File: config.mk
export PLATFORM = sky130hd
export DESIGN_NAME = fb_pixel_writer
export DESIGN_NICKNAME = d
export VERILOG_FILES = /design/src/rtl/fb_pkg.sv /design/src/rtl/fb_addr_calc.sv /design/src/rtl/fb_pixel_writer.sv
export SDC_FILE = /design/constraint.sdc
export NUM_CORES = 1
export LEC_CHECK = 0
export BUFFER_PORTS_ARGS = -buffer_cell sky130_fd_sc_hd__buf_2
export CAP_MARGIN = 15
export CORE_UTILIZATION = 40
export DETAILED_ROUTE_END_ITERATION = 7
export REMOVE_ABC_BUFFERS = 1
export SLEW_MARGIN = 20
export SYNTH_ARGS = -nofsm -noshare
export SYNTH_HDL_FRONTEND = slang
export SYNTH_SLANG_ARGS = --single-unit
File: constraint.sdc
create_clock -name clk -period 13.9 [get_ports clk]
set_input_delay 0 -clock clk [delete_from_list [all_inputs] [get_ports clk]]
set_output_delay 0 -clock clk [all_outputs]
set_load 0.05 [all_outputs]
File: src/rtl/fb_pkg.sv
// Purpose : shared types and defaults for the framebuffer pixel writer and the rasteriser.
// Latency : n/a (package only).
// Backpressure: n/a.
// Contents: state encoding (matches axi_master_state), AXI OKAY code, RGB565 type,
//           default framebuffer geometry.
package fb_pkg;

  // Encoded values are visible on axi_master_state; the rasteriser compares against them.
  typedef enum logic [1:0] {
    ST_IDLE     = 2'd0,
    ST_ADDR     = 2'd1,
    ST_RUNNING  = 2'd2,
    ST_FINISHED = 2'd3
  } fb_state_t;

  localparam logic [1:0] AXI_RESP_OKAY = 2'b00;

  typedef logic [15:0] rgb565_t;

  localparam logic [31:0] FB_BASE_DFLT   = 32'h1000_0000;
  localparam int          FB_WIDTH_DFLT  = 640;
  localparam int          FB_HEIGHT_DFLT = 480;

endpackage

File: src/rtl/fb_addr_calc.sv
// Purpose : map screen coordinates to a word-aligned framebuffer address plus byte strobe.
// Latency : combinational.
// Backpressure: none (pure function of inputs).
// Ports   : i_x, i_y     - unsigned pixel coordinates
//           o_awaddr     - word-aligned byte address of the 32-bit word holding the pixel
//           o_wstrb      - lanes 1:0 for an even halfword, lanes 3:2 for an odd halfword
//           o_in_range   - coordinates lie inside FB_WIDTH x FB_HEIGHT
module fb_addr_calc
  import fb_pkg::*;
#(
  parameter logic [31:0] FB_BASE   = FB_BASE_DFLT,
  parameter int          FB_WIDTH  = FB_WIDTH_DFLT,
  parameter int          FB_HEIGHT = FB_HEIGHT_DFLT
) (
  input  logic [15:0] i_x,
  input  logic [15:0] i_y,
  output logic [31:0] o_awaddr,
  output logic [3:0]  o_wstrb,
  output logic        o_in_range
);

  logic [31:0] w_pix;
  logic [31:0] w_byte_addr;

  // Row stride equals the visible width; pixels are two bytes each.
  assign w_pix       = ({16'd0, i_y} * 32'(FB_WIDTH)) + {16'd0, i_x};
  assign w_byte_addr = FB_BASE + (w_pix << 1);

  assign o_awaddr   = w_byte_addr & 32'hFFFF_FFFC;
  assign o_wstrb    = w_byte_addr[1] ? 4'b1100 : 4'b0011;
  assign o_in_range = ({16'd0, i_x} < 32'(FB_WIDTH)) && ({16'd0, i_y} < 32'(FB_HEIGHT));

endmodule

File: src/rtl/fb_pixel_writer.sv
// Purpose : turn each rising edge of w_en into one single-beat AXI4 write of an RGB565 pixel.
// Latency : request to awvalid 2 cycles; request to writes_done 4 cycles with AW/W/B ready.
// Backpressure: AW/W valids hold until handshaked; one request buffered while busy, further ones dropped and counted.
// Ports   : clk, rst (async active-high); fb_addr {x,y}, fb_data, w_en from the rasteriser;
//           axi_master_state / axi_master_writes_done back to the rasteriser;
//           m_axi_aw*/w*/b* single-beat AXI4 write master; err_count, overrun_count saturating.
// Option  : FB_PIXEL_CLIP_EN - off-screen pixels complete immediately without an AXI write.
module fb_pixel_writer
  import fb_pkg::*;
#(
  parameter logic [31:0] FB_BASE   = FB_BASE_DFLT,
  parameter int          FB_WIDTH  = FB_WIDTH_DFLT,
  parameter int          FB_HEIGHT = FB_HEIGHT_DFLT,
  parameter int          ERR_W     = 8
) (
  input  logic             clk,
  input  logic             rst,
  input  logic [31:0]      fb_addr,
  input  logic [15:0]      fb_data,
  input  logic             w_en,
  output logic [1:0]       axi_master_state,
  output logic             axi_master_writes_done,
  output logic [31:0]      m_axi_awaddr,
  output logic             m_axi_awvalid,
  input  logic             m_axi_awready,
  output logic [31:0]      m_axi_wdata,
  output logic [3:0]       m_axi_wstrb,
  output logic             m_axi_wvalid,
  input  logic             m_axi_wready,
  input  logic [1:0]       m_axi_bresp,
  input  logic             m_axi_bvalid,
  output logic             m_axi_bready,
  output logic [ERR_W-1:0] err_count,
  output logic [ERR_W-1:0] overrun_count
);

`ifdef FB_PIXEL_CLIP_EN
  localparam bit CLIP_EN = 1'b1;
`else
  localparam bit CLIP_EN = 1'b0;
`endif

  localparam logic [ERR_W-1:0] CNT_ONE = ERR_W'(1);
  localparam logic [ERR_W-1:0] CNT_MAX = '1;

  fb_state_t   r_state, w_state_nxt;
  logic        r_w_en_q;
  logic [31:0] r_cur_addr;
  rgb565_t     r_cur_data;
  logic        r_pend_vld;
  logic [31:0] r_pend_addr;
  rgb565_t     r_pend_data;
  logic        r_awvalid, r_wvalid, r_done;
  logic [31:0] r_awaddr, r_wdata;
  logic [3:0]  r_wstrb;
  logic [ERR_W-1:0] r_err_cnt, r_ovr_cnt;

  logic        w_req, w_idle_start, w_load_pend;
  logic        w_req_to_cur, w_req_to_pend, w_req_drop, w_accept;
  logic        w_b_hs, w_to_running, w_skip_done, w_skip;
  logic [31:0] w_calc_awaddr;
  logic [3:0]  w_calc_wstrb;
  logic        w_in_range;

  fb_addr_calc #(
    .FB_BASE   (FB_BASE),
    .FB_WIDTH  (FB_WIDTH),
    .FB_HEIGHT (FB_HEIGHT)
  ) u_addr_calc (
    .i_x        (r_cur_addr[31:16]),
    .i_y        (r_cur_addr[15:0]),
    .o_awaddr   (w_calc_awaddr),
    .o_wstrb    (w_calc_wstrb),
    .o_in_range (w_in_range)
  );

  // Only the rising edge of the level w_en counts as a new pixel.
  assign w_req = w_en & ~r_w_en_q;

  // Pending is drained before a fresh request; the fresh one then takes the freed slot.
  assign w_idle_start  = (r_state == ST_IDLE) & (r_pend_vld | w_req);
  assign w_load_pend   = w_idle_start & r_pend_vld;
  assign w_req_to_cur  = w_req & (r_state == ST_IDLE) & ~r_pend_vld;
  assign w_req_to_pend = w_req & ~w_req_to_cur & (~r_pend_vld | w_load_pend);
  assign w_req_drop    = w_req & ~w_req_to_cur & ~w_req_to_pend;
  assign w_accept      = w_req_to_cur | w_req_to_pend;

  assign w_skip = CLIP_EN & ~w_in_range;
  assign w_b_hs = (r_state == ST_FINISHED) & m_axi_bvalid;

  always_comb begin
    w_state_nxt  = r_state;
    w_to_running = 1'b0;
    w_skip_done  = 1'b0;
    case (r_state)
      ST_IDLE: begin
        if (r_pend_vld || w_req) w_state_nxt = ST_ADDR;
      end
      ST_ADDR: begin
        if (w_skip) begin
          w_state_nxt = ST_IDLE;
          w_skip_done = 1'b1;
        end else begin
          w_state_nxt  = ST_RUNNING;
          w_to_running = 1'b1;
        end
      end
      ST_RUNNING: begin
        // Each channel is finished once its valid has dropped or is handshaking now.
        if ((!r_awvalid || m_axi_awready) && (!r_wvalid || m_axi_wready))
          w_state_nxt = ST_FINISHED;
      end
      ST_FINISHED: begin
        if (m_axi_bvalid) w_state_nxt = ST_IDLE;
      end
      default: w_state_nxt = ST_IDLE;
    endcase
  end

  always_ff @(posedge clk or posedge rst) begin
    if (rst) r_state <= ST_IDLE;
    else     r_state <= w_state_nxt;
  end

  always_ff @(posedge clk or posedge rst) begin
    if (rst) begin
      r_w_en_q    <= 1'b0;
      r_cur_addr  <= '0;
      r_cur_data  <= '0;
      r_pend_vld  <= 1'b0;
      r_pend_addr <= '0;
      r_pend_data <= '0;
      r_awvalid   <= 1'b0;
      r_wvalid    <= 1'b0;
      r_awaddr    <= '0;
      r_wdata     <= '0;
      r_wstrb     <= '0;
      r_done      <= 1'b0;
      r_err_cnt   <= '0;
      r_ovr_cnt   <= '0;
    end else begin
      r_w_en_q <= w_en;

      if (w_req_to_cur) begin
        r_cur_addr <= fb_addr;
        r_cur_data <= fb_data;
      end else if (w_load_pend) begin
        r_cur_addr <= r_pend_addr;
        r_cur_data <= r_pend_data;
      end

      if (w_req_to_pend) begin
        r_pend_vld  <= 1'b1;
        r_pend_addr <= fb_addr;
        r_pend_data <= fb_data;
      end else if (w_load_pend) begin
        r_pend_vld <= 1'b0;
      end

      if (w_to_running) begin
        r_awvalid <= 1'b1;
        r_wvalid  <= 1'b1;
        r_awaddr  <= w_calc_awaddr;
        r_wstrb   <= w_calc_wstrb;
        r_wdata   <= {r_cur_data, r_cur_data};
      end else begin
        if (r_awvalid && m_axi_awready) r_awvalid <= 1'b0;
        if (r_wvalid && m_axi_wready)   r_wvalid  <= 1'b0;
      end

      // A newly accepted request outranks a completion landing in the same cycle:
      // that request is still outstanding.
      if (w_accept)                      r_done <= 1'b0;
      else if (w_b_hs || w_skip_done)    r_done <= 1'b1;

      if (w_b_hs && (m_axi_bresp != AXI_RESP_OKAY) && (r_err_cnt != CNT_MAX))
        r_err_cnt <= r_err_cnt + CNT_ONE;

      if (w_req_drop && (r_ovr_cnt != CNT_MAX))
        r_ovr_cnt <= r_ovr_cnt + CNT_ONE;
    end
  end

  assign axi_master_state       = r_state;
  assign axi_master_writes_done = r_done;
  assign m_axi_awaddr           = r_awaddr;
  assign m_axi_awvalid          = r_awvalid;
  assign m_axi_wdata            = r_wdata;
  assign m_axi_wstrb            = r_wstrb;
  assign m_axi_wvalid           = r_wvalid;
  assign m_axi_bready           = (r_state == ST_FINISHED);
  assign err_count              = r_err_cnt;
  assign overrun_count          = r_ovr_cnt;

endmodule

---- After elaboration in Yosys (flattened, before gate mapping) ----
Index checks and enable logic that the tools add are counted.
storage, ports and cells
  bits in registers ....................... 185
  input bits .............................. 56
  output and inout bits ................... 90
  logic and storage cells ................. 81
cells by class
  add/subtract/negate cells ............... 4
  multipliers ............................. 1
  eq/ne operators ......................... 8
  multiplexer cells ....................... 18
  bitwise gates (word level) .............. 16
  reduce and logical (&&, ||, !) cells .... 19
operator list
  kind                                                   number
  two-way mux 32 bit                                     2
  adder 29 x 32 -> 32 bit, first input constant          1
  two-way mux 16 bit                                     2
  adder 26 x 16 -> 27 bit                                1
  multiplier 16 x 3 -> 19 bit, second input constant     1
  adder 8 x 1 -> 8 bit, second input constant            2
  inequality test 8 bit, second input constant           2
  nonzero test 2 bit                                     6
  bitwise AND 1 bit                                      9
  two-way mux 1 bit                                      9
  case mux 2 bit (4 select lines)                        1
  logical AND 1 bit                                      6
  two-way mux 2 bit                                      3
  equality test 2 bit, second input constant             2
  two-way mux 4 bit                                      1
  inequality test 2 bit, second input constant           2
  inverter 1 bit                                         4
  logical OR 1 bit                                       3
  bitwise OR 1 bit                                       3
  AND reduction 3 bit                                    1
  equality test 2 x 1 -> 1 bit, second input constant    1
  logical NOT 1 bit                                      2
  logical NOT 2 bit                                      1
  inequality test 2 x 1 -> 1 bit, second input constant  1

---- Logic depth before layout (Yosys ltp) ----
Gate-level depths: netlist of run 1.
  depth in word-level cells ............... 10
  mapped depth ............................ 16
  gate-level depth less buffers ........... 16

---- Modules after synthesis ----
From an unflattened synthesis of run 1, not the netlist that was laid out.
unflattened totals
  cells, all modules ...................... 778
  area total of the unflattened synthesis .. 8,929.8 um^2
modules (own cells, without submodules)
  module           times used  cells each  area an instance (um^2)  sequential area each (um^2)
  fb_pixel_writer  1           544         7,175.6                  4,279.1
  fb_addr_calc     1           234         1,754.2                  0.0

---- Least setup slack after synthesis of run 1 ----
OpenSTA, ideal clock, no wires.
  path type ............................... register to register
  start point ............................. register r_cur_addr[1]
  end point ............................... register r_awaddr[24] (netlist: m_axi_awaddr[24])
  library setup time ...................... 137 ps
  arrival ................................. 3,108 ps
  data required time ...................... 13,763 ps
  setup slack ............................. 10,656 ps
  stages on the path, launching flop included .. 16
  buffers on the path ..................... 0
  period minus slack after synthesis ...... 3,244 ps
  path through ............................ dfrtp_1 > ha_1 > ha_1 > inv_1 > fa_1 > nand2b_1 > nand2b_1 > a21oi_1 > xnor2_1 > ha_1 > o2111ai_1 > a21boi_0 > o211ai_2 > nor4_4 > xnor2_1 > a21oi_1
on the way
  word-level cells in the longest chain between the ends .. 3
RTL lines
  item                         line                    RTL
  from (decl)                  fb_pixel_writer.sv:48   logic [31:0] r_cur_addr;
  from (signal assigned)       fb_pixel_writer.sv:145  r_cur_addr <= fb_addr;
  from (signal assigned)       fb_pixel_writer.sv:148  r_cur_addr <= r_pend_addr;
  multiplier 16 x 3 -> 19 bit  fb_addr_calc.sv:26      assign w_pix = ({16'd0, i_y} * 32'(FB_WIDTH)) + {16'd0, i_x};
  adder 26 x 16 -> 27 bit      fb_addr_calc.sv:26
  adder 29 x 32 -> 32 bit      fb_addr_calc.sv:27      assign w_byte_addr = FB_BASE + (w_pix << 1);
  to (signal assigned)         fb_pixel_writer.sv:163  r_awaddr <= w_calc_awaddr;
  to (decl)                    fb_pixel_writer.sv:54   logic [31:0] r_awaddr, r_wdata;
No other way between the ends.
A chain may end at the register's enable or synchronous reset.

---- Worst setup path in the final report of run 1 ----
Ends and elaborated chain as after synthesis.

==> impl_metrics.json, run 1 <==
{
  "run_status": "finished clean",
  "synthFlopType": "dfrtp_1",
  "worstReg2RegStart": "r_cur_addr[1]",
  "rsz0062_at_grt": "no",
  "post_cts_buffers": 0,
  "nets": 1002,
  "grt_usage_pct": 17.0,
  "critical_path_class": "register to register",
  "initial_core_util_pct": 41.1,
  "clk_latency_ns": 0.43,
  "io_pins": 146,
  "clockBufferDepth": 2,
  "period_needed_ns": 3.50,
  "yosysWarnings": 0,
  "cap_violations": 0,
  "antenna_left": 0,
  "yosysSeqAreaShare_pct": 49.1,
  "clkSinkCount": 164,
  "syn_area_per_cell_um2": 11.5,
  "cp_slowest_cell": "dfrtp_1",
  "crit_chain": "ha_1 > ha_1 > inv_1 > fa_1 > nand2b_1 > nand2b_1 > a21oi_1 > xnor2_1 > ha_1 > o2111ai_1 > a21boi_0 > o211ai_2 > nor4_4 > xnor2_1 > a21oi_1",
  "grt_overflow": 0,
  "hp-class": "input port to register",
  "drtIter0Drc": 302,
  "htree_levels": 4,
  "ys_ff_latch": 164,
  "drc": 0,
  "grt_pass1_vias": 5875,
  "syn_area_mm2": 0.00836,
  "max_freq_mhz": 286,
  "syn2layout_area_growth_pct": 23.6,
  "drive_above_1_share_pct": 30.8,
  "root_buffer": "clkbuf_16",
  "fp.dieArea_mm2": 0.0215,
  "fp.dieH_um": 147,
  "vias": 5908,
  "grt_pass1_wl_um": 29300,
  "worst_pin_slew_ns": 0.881,
  "cts_tree": "done",
  "startpoint_type": "register",
  "fillers": 1856,
  "maxSlewHeadroom_pct": 41.3,
  "cp.arrival_ns": 3.80,
  "dieWidth_um": 147,
  "async_flop_share_pct": 100,
  "design_area_mm2": 0.0103,
  "ff_latch_area_mm2": 0.00410,
  "crit_top_cell": "ha_1",
  "final_common_cell": "dfrtp_1",
  "coreArea_mm2": 0.0204,
  "synth_edf_count": 0,
  "grt_max_degree": 99,
  "finalSetupViolCount": 0,
  "port-buffer-count": 140,
  "netlist_instances": 728,
  "worstHoldStart": "m_axi_bresp[0]",
  "fin_cells": 1184,
  "synthDistinctLibCells": 57,
  "tns_ns": 0,
  "antenna_found_initial": 1,
  "pre_cts_ws_ns": 10.38,
  "crit_fanout": 4,
  "drv_slew": 0,
  "numCtsBuffers": 17,
  "final_cell_mix": "dfrtp_1 (164), buf_2 (140), mux2_2 (84)",
  "dpl.cell_count": 1098,
  "path_clk_slew_ns": 0.07,
  "place_hpwl_um": 11100,
  "viasPerCell": 4.99,
  "cp-startpoint": "r_cur_addr[1]",
  "multiInputGateArea_mm2": 0.00395,
  "cts_resized": 0,
  "gp_congestion": 0.846,
  "cpPeakStageDelay_ns": 0.41,
  "layout_setup_ws_ns": 10.40,
  "placed_area_mm2": 0.00921,
  "wirelength_um": 16900,
  "crit_path_end_kind": "register",
  "rows": 52,
  "cp.required_ns": 14.20,
  "postCtsHoldBufs": 53,
  "fin_worst_skew_ns": 0.0133,
  "hold_viol": 0,
  "wl_per_cell_um": 14.2,
  "firstDrtPassIters": 4,
  "fin_crit_sh_pct": 25.2
}
[per-stage QoR]
stage	utilization, %	hold slack, ns
after floorplan	-	0.0314
after global placement	45.2	0.131
after detailed placement	45.2	0.129
after CTS	50.7	0.131
after global routing	50.8	0.214
final	50.8	0.156
[Yosys cell counts (2+ instances only)]
| cell type | n | area share [%] |
|---|---|---|
| nand4_1 | 7 | 0.52 |
| o21ai_0 | 65 | 3.9 |
| o211ai_1 | 5 | 0.45 |
| ha_1 | 44 | 6.6 |
| nor3_1 | 6 | 0.36 |
| fa_1 | 2 | 0.48 |
| nor2b_1 | 5 | 0.37 |
| buf_2 | 6 | 0.36 |
| mux2_2 | 84 | 11 |
| o21a_1 | 9 | 0.81 |
| a31oi_1 | 2 | 0.15 |
| or3_1 | 4 | 0.30 |
| xor2_1 | 14 | 1.5 |
| o31a_1 | 3 | 0.31 |
| and2_1 | 2 | 0.15 |
| nand2b_1 | 4 | 0.30 |
| xnor2_1 | 21 | 2.2 |
| and3_1 | 7 | 0.52 |
| clkbuf_1 | 20 | 0.90 |
| buf_4 | 23 | 2.1 |
| mux2i_1 | 48 | 5.7 |
| o211ai_2 | 2 | 0.30 |
| nor2_1 | 24 | 1.1 |
| a21o_1 | 8 | 0.72 |
| or2_2 | 6 | 0.45 |
| o21ai_1 | 5 | 0.30 |
| inv_1 | 17 | 0.76 |
| dfrtp_1 | 164 | 49 |
| or4_1 | 2 | 0.18 |
| o221ai_1 | 2 | 0.21 |
| nand2_1 | 71 | 3.2 |
| a21oi_2 | 2 | 0.21 |
| nand3_1 | 4 | 0.24 |
| a211oi_1 | 5 | 0.45 |
| a21oi_1 | 13 | 0.78 |
[critical path, delay by kind of cell, from the launching register on]
family                   cells  cell delay, ns
AO/OA/AOI/OAI                5            0.80
XOR/XNOR                     2            0.28
adder cells (fa/ha/maj)      4            1.21
buffers and inverters        1            0.06
flip-flops                   1            0.41
AND/OR/NAND/NOR              3            0.62
[metal layers]
metal  vias to the layer above  global-route usage (%)  share of wire [%]
met5                         -                       0                  0
met4                         0                    5.99                1.3
met3                        17                    3.13                3.1
met2                       116                    28.3                 49
met1                      2856                    22.0                 47
li1                       2919                       -                  -
[cell families after synthesis]
| family | share of synthesized area (%) |
|---|---|
| AOI/OAI and AO/OA | 9.98 |
| xor gates and xnor gates | 3.86 |
| adders and majority gates | 7.06 |
| buffers and inverters | 4.13 |
| DFF | 49.1 |
| muxes | 17.1 |
| other | 0.0448 |
| and+or+nand+nor | 8.78 |
[path summary, 6_finish.rpt]
path                                    end  slack [ns]  cells after the start
setup / recovery           m_axi_awaddr[24]       10.40                     15
hold / removal                 err_count[0]        0.16                      4
setup reg to reg           m_axi_awaddr[24]       10.40                     15
hold reg to reg            m_axi_awaddr[12]        0.47                      1
max in group asynchronous  m_axi_awaddr[22]       12.14                      4
min in group asynchronous   r_pend_data[15]        0.33                      3
[layout make-up]
cell class,count,share of cell area (%)
inverter,17,0.666
tap,270,3.27
clock buffer,20,4.42
antenna,1,0.0242
sequential,164,39.7
timing repair buffer,199,12.3
multi-input combinational,501,38.2
clock inverter,12,1.38
[flip-flops by register name, summed over array words and instances, names as in the netlist]
signal                  flops
r_pend_data                16
m_axi_wdata                16
r_w_en_q                    1
r_cur_data                 16
axi_master_state            2
r_pend_vld                  1
axi_master_writes_done      1
err_count                   8
m_axi_awaddr               27
overrun_count               8
m_axi_wvalid                1
r_cur_addr                 32
m_axi_wstrb                 2
r_pend_addr                32
m_axi_awvalid               1
Power of run 1 is left out: the tool's default activity adds up to more than one toggle a clock period on the data nets, which glitch-free logic cannot reach.
==> run 2: changes to the inputs <==
clock period = 3.6 ns   (was 13.9 ns; I/O delays follow)
==> run 2 against run 1 <==
  * Setup slack lost 10 ns
  * Die area is the same
  * Routed wire length shrank 0.81%
  * Design area grew 0.48%
==> impl_metrics.json, run 2 (synthesis results as in run 1) <==
{
  "coreArea_mm2": 0.0204,
  "clockBufferDepth": 2,
  "clk_latency_ns": 0.42,
  "drv_slew": 0,
  "finalSetupViolCount": 0,
  "worstHoldStart": "m_axi_bresp[0]",
  "htree_levels": 4,
  "dieWidth_um": 147,
  "clkSinkCount": 164,
  "run_status": "finished clean",
  "grt_pass1_wl_um": 28100,
  "antenna_found_initial": 1,
  "final_cell_mix": "dfrtp_1 (164), buf_2 (140), mux2_2 (84)",
  "fp.dieH_um": 147,
  "crit_fanout": 4,
  "viasPerCell": 4.90,
  "wl_per_cell_um": 14.1,
  "max_freq_mhz": 296,
  "worstReg2RegStart": "r_cur_addr[1]",
  "pre_cts_ws_ns": 0.0474,
  "cts_tree": "done",
  "post_cts_buffers": 0,
  "cap_violations": 0,
  "r2r_setup_slack_ns": 0.22,
  "rows": 52,
  "grt_usage_pct": 16.4,
  "syn2layout_area_growth_pct": 24.2,
  "final_common_cell": "dfrtp_1",
  "grt_pass1_vias": 5720,
  "hold_viol": 0,
  "port-buffer-count": 140,
  "drc": 0,
  "critical_path_class": "register to register",
  "fp.dieArea_mm2": 0.0215,
  "maxSlewHeadroom_pct": 36.5,
  "antenna_left": 0,
  "cp.required_ns": 3.89,
  "period_needed_ns": 3.38,
  "initial_core_util_pct": 41.1,
  "numCtsBuffers": 17,
  "layout_setup_ws_ns": 0.221,
  "wirelength_um": 16700,
  "cp.arrival_ns": 3.67,
  "fin_worst_skew_ns": 0.0103,
  "io_pins": 146,
  "grt_max_degree": 104,
  "place_hpwl_um": 11400,
  "grt_overflow": 0,
  "firstDrtPassIters": 4,
  "fin_crit_sh_pct": 93.9,
  "worst_pin_slew_ns": 0.952,
  "drtIter0Drc": 244,
  "nets": 1004,
  "drive_above_1_share_pct": 31.5,
  "crit_path_end_kind": "register",
  "path_clk_slew_ns": 0.07,
  "hp-class": "input port to register",
  "root_buffer": "clkbuf_16",
  "gp_congestion": 0.834,
  "cp-startpoint": "r_cur_addr[1]",
  "startpoint_type": "register",
  "vias": 5812
}
## run 2: cell types whose count changed in the layout (fill, tap and decap cells not counted), sizes merged
cell      change
bufinv        -1
inv           -2
clkinvlp      -1
clkinv        +4
buf           +2
## run 2: worst paths after layout
kind / end / cells past startpoint
hold / removal: err_count[0] / 4
setup / recovery: m_axi_awaddr[25] / 16
max in group asynchronous: r_pend_addr[7] / 4
min in group asynchronous: r_pend_data[11] / 3
setup reg to reg: m_axi_awaddr[25] / 16
hold reg to reg: m_axi_awaddr[28] / 1
## run 2: layout make-up
| cell class | count | area, um^2 |
|---|---|---|
| fillers | 1854 | 9980 |
| flip-flops and latches | 164 | 4100 |
| multi-input cells | 501 | 3980 |
| repair buffers | 201 | 1320 |
| clock buffers | 20 | 457 |
| well taps | 270 | 338 |
| clock inverters | 12 | 124 |
| inverters | 17 | 68.8 |
| diodes | 1 | 2.50 |
## run 2: through the flow
stage	hold slack [ns]	instances	TNS (ns)	util (%)	area, um^2
6_report	0.159	1186	0	51.0	10400
5_1_grt	0.215	1186	-0.000706	51.0	10400
4_1_cts	0.140	1185	0	50.9	10400
3_5_place_dp	0.137	1100	0	45.4	9250
3_3_place_gp	0.132	1100	0	45.4	9250
2_1_floorplan	0.0314	682	-298.33	-	8100
## run 2: repair_timing
item                       in CTS  in global routing
resized for setup               0                  7
hold endpoints to repair      202                  0
hold buffers                   53                  0
setup endpoints to repair       0                  7
## run 2: worst max-delay path: stages, from the launching register on
cell,delay (ns)
dfrtp_1,0.41
ha_1,0.30
ha_2,0.19
inv_1,0.05
fa_1,0.39
nand2b_1,0.19
nand2b_1,0.08
a21oi_1,0.07
xnor2_1,0.13
ha_1,0.35
nand2_1,0.07
o21ai_0,0.15
o21a_1,0.22
nand3_4,0.12
and4bb_1,0.33
xnor2_1,0.12
a21oi_1,0.08
## run 2: layer usage
metal | wire length, um | share of wire (%) | GRT usage [%] | vias up
met5 | 0 | 0 | 0 | -
met4 | 290 | 1.7 | 6.09 | 0
met3 | 577 | 3.4 | 3.22 | 18
met2 | 8010 | 48 | 26.5 | 99
met1 | 7850 | 47 | 21.7 | 2779
li1 | - | - | - | 2916
Power of run 2 is left out for the same reason.
==> run 3: changes to the inputs <==
CORE_ASPECT_RATIO = 2   (was default)
SKIP_LAST_GASP = 1   (was default)
==> run 3 against run 2 <==
  * Global-route usage is 1.7 points higher
  * Fmax fell by 0.26%
  * Design area rose by 0.22%
  * Final cell count hardly changed
  * Critical path type unchanged
  * Via count rose by 2.1%
  * Count of clock-buffer cells in the layout decreased by 1
  * Die area up 0.16%
  * Setup slack got worse by 0.0087 ns
  * Core utilization decreased by 0.13 points
  * Sequential cell count stayed put
  * Non-clock buffer count is 6 higher
==> impl_metrics.json, run 3 (synthesis results as in run 1) <==
{
  "period_needed_ns": 3.39,
  "initial_core_util_pct": 40.9,
  "diodes": 0,
  "clockBufferDepth": 2,
  "use_met2_pct": 36.8,
  "rsz0062_at_grt": "no",
  "crit_top_cell": "ha_1",
  "antenna_left": 0,
  "grt_overflow": 0,
  "fin_worst_skew_ns": 0.0101,
  "grt_use_met1_pct": 17.9,
  "nets": 1010,
  "hp-class": "input port to register",
  "fin_cells": 1187,
  "drtIter0Drc": 181,
  "htree_levels": 4,
  "run_status": "finished clean",
  "cp.required_ns": 3.91,
  "wl_per_cell_um": 15.6,
  "syn2layout_area_growth_pct": 24.5,
  "cp-startpoint": "r_cur_addr[3]",
  "grt.busiest_layer": "met2",
  "dpl.cell_count": 1101,
  "path_depth": 15,
  "r2r_setup_slack_ns": 0.21,
  "io_pins": 146,
  "final_common_cell": "dfrtp_1",
  "cpPeakStageDelay_ns": 0.51,
  "crit_path_end_kind": "register",
  "fp.dieArea_mm2": 0.0215,
  "hold_path_depth": 4,
  "timing.rr.end": "m_axi_awaddr[22]",
  "startpoint_type": "register",
  "numCtsBuffers": 17,
  "post-route-util_pct": 50.9,
  "finalSetupViolCount": 0,
  "cp-endpoint": "m_axi_awaddr[22]",
  "port-buffer-count": 140,
  "cts_tree": "done",
  "grtUsageMet3_pct": 2.71,
  "grt_usage_pct": 18.1,
  "viasPerCell": 5.00,
  "clk_latency_ns": 0.43,
  "drive_above_1_share_pct": 31.9,
  "dieWidth_um": 104,
  "grt_pass1_wl_um": 30300,
  "grt_max_degree": 91,
  "drv_slew": 0,
  "vias": 5932,
  "worstReg2RegStart": "r_cur_addr[3]",
  "cp.arrival_ns": 3.70,
  "place_hpwl_um": 13200,
  "crit_fanout": 4,
  "clkSinkCount": 164,
  "max_freq_mhz": 295,
  "rows": 74,
  "reg2reg_depth": 15,
  "crit_chain": "ha_1 > ha_1 > inv_1 > fa_2 > inv_1 > ha_1 > o21a_1 > o31a_1 > o2111ai_1 > a21boi_1 > buf_4 > o211ai_4 > nor2_1 > xnor2_1 > mux2_2",
  "cp_slowest_cell": "fa_2",
  "maxSlewHeadroom_pct": 44.2,
  "fp.dieH_um": 206,
  "coreArea_mm2": 0.0205,
  "cap_violations": 0,
  "critical_path_class": "register to register",
  "tns_ns": 0,
  "crit_family": "adder cells",
  "crit_buf_inv": 3,
  "hold_viol": 0,
  "final_cell_mix": "dfrtp_1 (164), buf_2 (140), mux2_2 (84)",
  "antenna_found_initial": 0,
  "gp_congestion": 0.838,
  "wirelength_um": 18500,
  "root_buffer": "clkbuf_16",
  "grt_pass1_vias": 6162,
  "drc": 0,
  "worst_pin_slew_ns": 0.838,
  "firstDrtPassIters": 4,
  "path_clk_slew_ns": 0.07,
  "fin_crit_sh_pct": 94.1
}
-- run 3: changes by cell type in the layout (fill, tap and decap cells not counted), sizes merged --
cell | before | now
clkinv | 5 | 4
clkbuf | 20 | 19
clkinvlp | 3 | 5
diode | 1 | 0
buf | 148 | 154
-- run 3: how the worst min path moves through the flow --
stage | end | slack (ns) | start
global route | err_count[0] | 0.21 | m_axi_bresp[0]
floorplan | r_w_en_q | 0.03 | w_en
CTS | err_count[0] | 0.16 | m_axi_bresp[0]
global placement | r_w_en_q | 0.14 | w_en
finish | err_count[0] | 0.17 | m_axi_bresp[0]
detailed placement | r_w_en_q | 0.14 | w_en
-- run 3: cell type report --
type | count | area (um^2)
Sequential cell | 164 | 4100
Multi-Input combinational cell | 501 | 3980
Clock inverter | 13 | 125
Clock buffer | 19 | 453
Tap cell | 266 | 333
Fill cell | 1880 | 10100
Inverter | 17 | 68.8
Timing Repair Buffer | 207 | 1350
-- run 3: metrics by stage --
| stage | setup slack [ns] | instance area, um^2 | hold slack, ns |
|---|---|---|---|
| 4_1_cts | 0.0145 | 10400 | 0.165 |
| 2_1_floorplan | -3.31 | 8100 | 0.0314 |
| 3_5_place_dp | -0.0227 | 9270 | 0.142 |
| 6_report | 0.212 | 10400 | 0.168 |
| 3_3_place_gp | 0.0709 | 9270 | 0.145 |
| 5_1_grt | 0.0251 | 10400 | 0.212 |
-- run 3: timing repair --
action / CTS / global route
buffers inserted: 0 / 1
hold buffers: 53 / 0
gates resized for setup: 1 / 5
hold endpoints to repair: 187 / 0
setup endpoints to repair: 2 / 7
pin swaps: 0 / 3
-- run 3: worst min-delay path: cells and delay by family --
kind / cells / cell delay [ns]
compound gates: 2 / 0.32
xor+xnor: 1 / 0.14
buf+inv: 1 / 0.09
-- run 3: routing by layer --
metal | vias to the layer above | wire length (um)
met2 | 108 | 10900
met3 | 23 | 493
met5 | - | 0
li1 | 2922 | -
met1 | 2879 | 6770
met4 | 0 | 337
Power of run 3 is left out for the same reason.
